## config.mk

```make
export PLATFORM = sky130hd
export DESIGN_NAME = shake_sequencer
export DESIGN_NICKNAME = d
export VERILOG_FILES = /design/src/rtl/shake_pkg.sv /design/src/rtl/blk_ptr_ctrl.sv /design/src/rtl/shake_sequencer.sv
export SDC_FILE = /design/constraint.sdc
export NUM_CORES = 1
export LEC_CHECK = 0
export BUFFER_PORTS_ARGS = -buffer_cell sky130_fd_sc_hd__buf_2
export CORE_ASPECT_RATIO = 0.5
export CORE_MARGIN = 5
export CORE_UTILIZATION = 45
export DETAILED_ROUTE_END_ITERATION = 12
export GPL_TIMING_DRIVEN = 0
export PLACE_DENSITY = 0.67
export RECOVER_POWER = 25
export SLEW_MARGIN = 20
export SYNTH_ARGS = -nofsm -noshare
export SYNTH_HDL_FRONTEND = slang
export SYNTH_SLANG_ARGS = --single-unit
```

## constraint.sdc

```tcl
create_clock -name clock -period 2.3 [get_ports clock]
set_input_delay 0.115 -clock clock [delete_from_list [all_inputs] [get_ports clock]]
set_output_delay 0.115 -clock clock [all_outputs]
set_load 0.01 [all_outputs]
```

## src/rtl/shake_pkg.sv

```systemverilog
// Shared types and constants for the SHAKE256 sponge sequencer.
// Sponge geometry, state-input selects and the sequencer FSM states.
package shake_pkg;

    localparam int RATE_BITS = 1088;
    localparam int CAP_BITS  = 512;

    localparam logic [1:0] SEL_ABSORB = 2'd0;
    localparam logic [1:0] SEL_LOAD   = 2'd1;
    localparam logic [1:0] SEL_FEED   = 2'd2;

    typedef enum logic [2:0] {
        ST_IDLE,
        ST_RD,
        ST_START,
        ST_WAIT,
        ST_OUT,
        ST_SQZ
    } state_e;

endpackage

```

## src/rtl/blk_ptr_ctrl.sv

```systemverilog
// Input block buffer bookkeeping: write/read pointers, occupancy
// and a per-entry tag marking the final block of a message.
module blk_ptr_ctrl #(
    parameter int NBLK = 8,
    parameter int AW   = 3
) (
    input  logic          clock,
    input  logic          reset,
    input  logic          push,
    input  logic          push_last,
    input  logic          pop,
    output logic [AW-1:0] wptr,
    output logic [AW-1:0] rptr,
    output logic [AW:0]   count,
    output logic          full,
    output logic          empty,
    output logic          head_last
);

    localparam logic [AW:0] CNT_FULL = (AW+1)'(NBLK);

    logic [NBLK-1:0] tags;

    // Pointers wrap naturally because NBLK is a power of two.
    always_ff @(posedge clock) begin
        if (!reset) begin
            wptr  <= '0;
            rptr  <= '0;
            count <= '0;
        end else begin
            if (push) wptr <= wptr + AW'(1);
            if (pop)  rptr <= rptr + AW'(1);
            if (push && !pop)
                count <= count + (AW+1)'(1);
            else if (pop && !push)
                count <= count - (AW+1)'(1);
        end
    end

    // Last-block tag travels with each buffer entry.
    always_ff @(posedge clock) begin
        if (push) tags[wptr] <= push_last;
    end

    assign full      = (count == CNT_FULL);
    assign empty     = (count == '0);
    assign head_last = tags[rptr];

endmodule

```

## src/rtl/shake_sequencer.sv

```systemverilog
// SHAKE256 sponge sequencer: buffers padded blocks, runs one
// Keccak-f per block, then squeezes out_len blocks to the consumer.
module shake_sequencer
    import shake_pkg::*;
#(
    parameter int NBLK = 8,
    parameter int AW   = 3,
    parameter int LW   = 8
) (
    input  logic          clock,
    input  logic          reset,
    input  logic          msg_valid,
    input  logic          msg_last,
    input  logic [LW-1:0] out_len,
    output logic          msg_ready,
    output logic          buf_wren,
    output logic [AW-1:0] buf_waddr,
    output logic [AW-1:0] buf_raddr,
    output logic [1:0]    state_sel,
    output logic          perm_start,
    input  logic          perm_done,
    output logic          hash_valid,
    input  logic          hash_ready,
    output logic          busy,
    output logic          full
);

    localparam logic [AW:0] CNT_ONE = (AW+1)'(1);

    state_e        state;
    logic          first;
    logic          last_seen;
    logic          len_taken;
    logic          squeeze;
    logic [LW-1:0] len_q;
    logic [LW-1:0] remaining;

    logic          push;
    logic          pop;
    logic          empty;
    logic          head_last;
    logic [AW:0]   count;

    assign msg_ready = !full && !last_seen;
    assign push      = msg_valid && msg_ready;
    assign buf_wren  = push;
    assign pop       = (state == ST_WAIT) && perm_done && !squeeze;
    assign busy      = (state != ST_IDLE) || !empty;

    blk_ptr_ctrl #(
        .NBLK (NBLK),
        .AW   (AW)
    ) u_ptr (
        .clock     (clock),
        .reset     (reset),
        .push      (push),
        .push_last (msg_last),
        .pop       (pop),
        .wptr      (buf_waddr),
        .rptr      (buf_raddr),
        .count     (count),
        .full      (full),
        .empty     (empty),
        .head_last (head_last)
    );

    // Sequencer FSM with registered select, start and valid outputs.
    always_ff @(posedge clock) begin
        if (!reset) begin
            state      <= ST_IDLE;
            first      <= 1'b1;
            last_seen  <= 1'b0;
            len_taken  <= 1'b0;
            squeeze    <= 1'b0;
            len_q      <= '0;
            remaining  <= '0;
            state_sel  <= SEL_LOAD;
            perm_start <= 1'b0;
            hash_valid <= 1'b0;
        end else begin
            perm_start <= 1'b0;
            if (push && !len_taken) begin
                len_taken <= 1'b1;
                len_q     <= out_len;
            end
            if (push && msg_last) last_seen <= 1'b1;
            unique case (state)
                ST_IDLE: begin
                    if (!empty || push) begin
                        state     <= ST_RD;
                        state_sel <= first ? SEL_LOAD : SEL_ABSORB;
                    end
                end
                ST_RD: begin
                    state      <= ST_START;
                    perm_start <= 1'b1;
                    squeeze    <= 1'b0;
                end
                ST_START: state <= ST_WAIT;
                ST_WAIT: begin
                    if (perm_done) begin
                        if (squeeze) begin
                            state      <= ST_OUT;
                            hash_valid <= 1'b1;
                        end else begin
                            first <= 1'b0;
                            if (head_last) begin
                                state      <= ST_OUT;
                                hash_valid <= 1'b1;
                                remaining  <= (len_q == '0) ? LW'(1) : len_q;
                            end else if (count > CNT_ONE || push) begin
                                state     <= ST_RD;
                                state_sel <= SEL_ABSORB;
                            end else begin
                                state <= ST_IDLE;
                            end
                        end
                    end
                end
                ST_OUT: begin
                    if (hash_ready) begin
                        hash_valid <= 1'b0;
                        remaining  <= remaining - LW'(1);
                        if (remaining == LW'(1)) begin
                            state     <= ST_IDLE;
                            first     <= 1'b1;
                            last_seen <= 1'b0;
                            len_taken <= 1'b0;
                            state_sel <= SEL_LOAD;
                        end else begin
                            state      <= ST_SQZ;
                            state_sel  <= SEL_FEED;
                            perm_start <= 1'b1;
                            squeeze    <= 1'b1;
                        end
                    end
                end
                ST_SQZ: state <= ST_WAIT;
                default: state <= ST_IDLE;
            endcase
        end
    end

endmodule
```

==> results.toml <==
[run_status]
status = "finished clean"

[worst_setup_path]
critPathKind = "register to register"
regToRegStartpoint = "u_ptr.count[1]"
cp-startpoint = "u_ptr.count[1]"
worst_ep_required_time_ns = 2.47
critPathArrivalTime_ns = 2.35
worstRegToRegCells = 11
crit_path_end = "u_ptr.count[3]"
end_kind = "register"
critPathMaxFanout = 8
worstSetupStartpointType = "register"
reg2reg_to = "u_ptr.count[3]"
regToRegSetupSlack_ns = 0.13

[floorplanning]
core_area_sq_mm = 0.004887
die-width_um = 110.3
fp.dieArea_sq_mm = 0.006634
rows = 18
dieHeight_um = 60.15
io-pin-count = 28
start_util_pct = 46.31

[yosys]
ys_async_sr_fraction_pct = 0
synthTopCellsByArea = "dfxtp_1 (33%), edfxtp_1 (11%), a21oi_1 (6.2%)"
yosysSeqAreaShare_pct = 43.34
syn_area_per_cell_sq_um = 8.639
synth_edf_count = 8
ys.flop_type = "dfxtp_1"
post-synth-top-count-cell = "dfxtp_1"
synth_top_area_cell = "dfxtp_1"
synth_nets = 284
yosys_warnings = 0
ys_ff_latch = 45
syn_area_sq_mm = 0.002263
ys_types = 52
synth_top_area_share_pct = 32.73
synth_common_cells = "dfxtp_1 (37), nand2_1 (32), a21oi_1 (28), nor2_1 (26), o21ai_0 (12)"
syn_inst = 262

[routing]
drt_iter0_markers = 132
wl_per_cell_um = 14.61
drc_errors = 0
drtPass1Iterations = 5
viasPerCell = 5.530
wl_mm = 5.406
ant_nets = 0
num_vias = 2046

[cts]
clock_latency_ns = 0.30
cts_tree = "done"
clockBufferDepth = 2
htreeDepth = 2
cts_buffers = 5
clkTransAtPathRegs_ns = 0.08
cts-root-buf = "clkbuf_8"
numClockSinks = 45

[final_layout]
final_util_pct = 53.74
layout.cells.non_filler = 370
finalNetCount = 321
fill_cells = 489
antenna-diode-count = 0
synthToLayoutAreaGrowth_pct = 16.03
layout-drive-gt1-share_pct = 16.00

[sta]
fin_skew_ns = 0.003945
max_freq_mhz = 459.8
worstMarginPinSlew_ns = 0.4965
hold_viol = 0
finalCritPeriodShare_pct = 94.55
maxSlewViolCount = 0
period_needed_ns = 2.175
max-slew-margin-rel_pct = 66.90
rsz0062_at_grt = "false"
setup_violations = 0
timing.hold.ws_ns = 0.04803

[power]
power_density_mw_per_mm2 = 841.8
seqPwrFrac_pct = 44.6
internal-power_uw = 1436
total_power_uw = 2211
p_comb_share_pct = 33.9
peakVddDrop_uv = 434.7
pwr-share-clk_pct = 21.5
p_sw_uw = 774.6
swShare_pct = 35.04
leakagePower_uw = 0.001020

[global_route]
grt_pass1_wl_mm = 8.928
antenna_found_initial = 0
grt_pass1_vias = 1888
gr-total-overflow = 0
grt_start_max_net_pins = 14
grt_usage_pct = 17.46

[worst_hold_path]
min_path_type = "input port to register"

[place]
io_buffers = 27
dp_cells = 359
dp_hpwl_mm = 3.906
place.gp.congestion = 0.8837

[job]
cap_violations = 0
## power by group through the flow
stage	registers, uW	clock network [uW]	logic, uW
final	985	476	749
after global routing	998	522	844
after CTS	981	487	715
after detailed placement	997	0	685
after global placement	990	0	672
after floorplan	982	0	508
## layout make-up
| type | instances | area [sq um] | area share, % |
|---|---|---|---|
| multi-input combinational | 198 | 1226 | 46.69 |
| sequential | 45 | 985.9 | 37.54 |
| timing repair buffer | 30 | 147.6 | 5.622 |
| tap | 70 | 87.58 | 3.335 |
| clock buffer | 7 | 76.32 | 2.906 |
| buffer | 11 | 60.06 | 2.287 |
| inverter | 8 | 37.54 | 1.429 |
| clock inverter | 1 | 5.005 | 0.1906 |
## kinds of logic (layout without fill, tap and decap cells)
family / after synthesis / count (layout) / synth area share, %
buffers and inverters: 19 / 57 / 3.648
AOI/OAI and AO/OA: 71 / 71 / 19.96
adders and majority gates: 8 / 8 / 4.423
and+or+nand+nor: 104 / 104 / 22.11
DFF: 45 / 45 / 43.34
xor gates and xnor gates: 7 / 7 / 2.709
muxes: 8 / 8 / 3.814
## sequential cells by signal, indices dropped and copies added, names as in the netlist
register and count:
first 1, len_q 8, u_ptr.count 4, perm_start 1, hash_valid 1, u_ptr.wptr 3, state_sel 2, state 3
u_ptr.tags 8, squeeze 1, u_ptr.rptr 3, len_taken 1, remaining 8, last_seen 1
## how the worst min path moves through the flow
stage	start	end	cells after the start	slack, ns
2_1_floorplan	msg_last	u_ptr.tags[0]	0	0.21
4_1_cts	out_len[3]	len_q[3]	3	0.04
6_report	out_len[5]	len_q[5]	3	0.05
3_5_place_dp	out_len[3]	len_q[3]	3	0.36
5_1_grt	out_len[5]	len_q[5]	3	0.06
3_3_place_gp	out_len[6]	len_q[6]	3	0.36
## cell usage in the layout, fill, tap and decap left out, types with 3 or more instances in the layout
cell,n
a21oi_1,27
a221oi_1,3
a31oi_1,3
buf_2,22
buf_4,3
clkbuf_1,16
clkbuf_8,5
dfxtp_1,35
edfxtp_1,8
ha_1,6
inv_1,5
mux2i_1,6
nand2_1,32
nand2b_1,6
nand3_1,7
nor2_1,26
nor2b_1,3
nor3_1,10
nor4_1,3
o211a_1,3
o211ai_1,4
o21a_1,3
o21ai_0,12
xnor2_1,3
xor2_1,4
## critical path, cell delays in order, from the launching register on
cell and delay [ns]:
dfxtp_2 0.35, inv_1 0.09, ha_2 0.21, and3b_2 0.20, or2_1 0.11, buf_6 0.13
inv_8 0.05, ha_4 0.17, or4_1 0.42, a21oi_2 0.15, xnor2_1 0.12, nor2_1 0.05
## timing repair
| action | CTS | global route |
|---|---|---|
| pin swaps | 0 | 2 |
| hold buffers | 0 | 0 |
| cloned | 0 | 0 |
| endpoints found under the setup margin | 2 | 2 |
| gates resized for setup | 8 | 5 |
| setup buffers | 0 | 3 |
## metal layers
layer / part of all wire (%) / GRT usage (%)
met3: 5.0 / 3.452
met2: 44 / 27.93
met5: 0 / 0
met1: 49 / 24.21
met4: 1.1 / 4.737
## per-stage QoR
| step | setup TNS [ns] | cell area [sq um] | worst slack (ns) |
|---|---|---|---|
| after floorplan | 0 | 2270 | 0.03679 |
| after global placement | -0.08101 | 2492 | -0.06065 |
| after detailed placement | -0.1953 | 2492 | -0.1192 |
| after CTS | 0 | 2605 | 0.01935 |
| after global routing | 0 | 2626 | 0.01272 |
| final | 0 | 2626 | 0.1253 |
(Power assumes the default switching activity.)
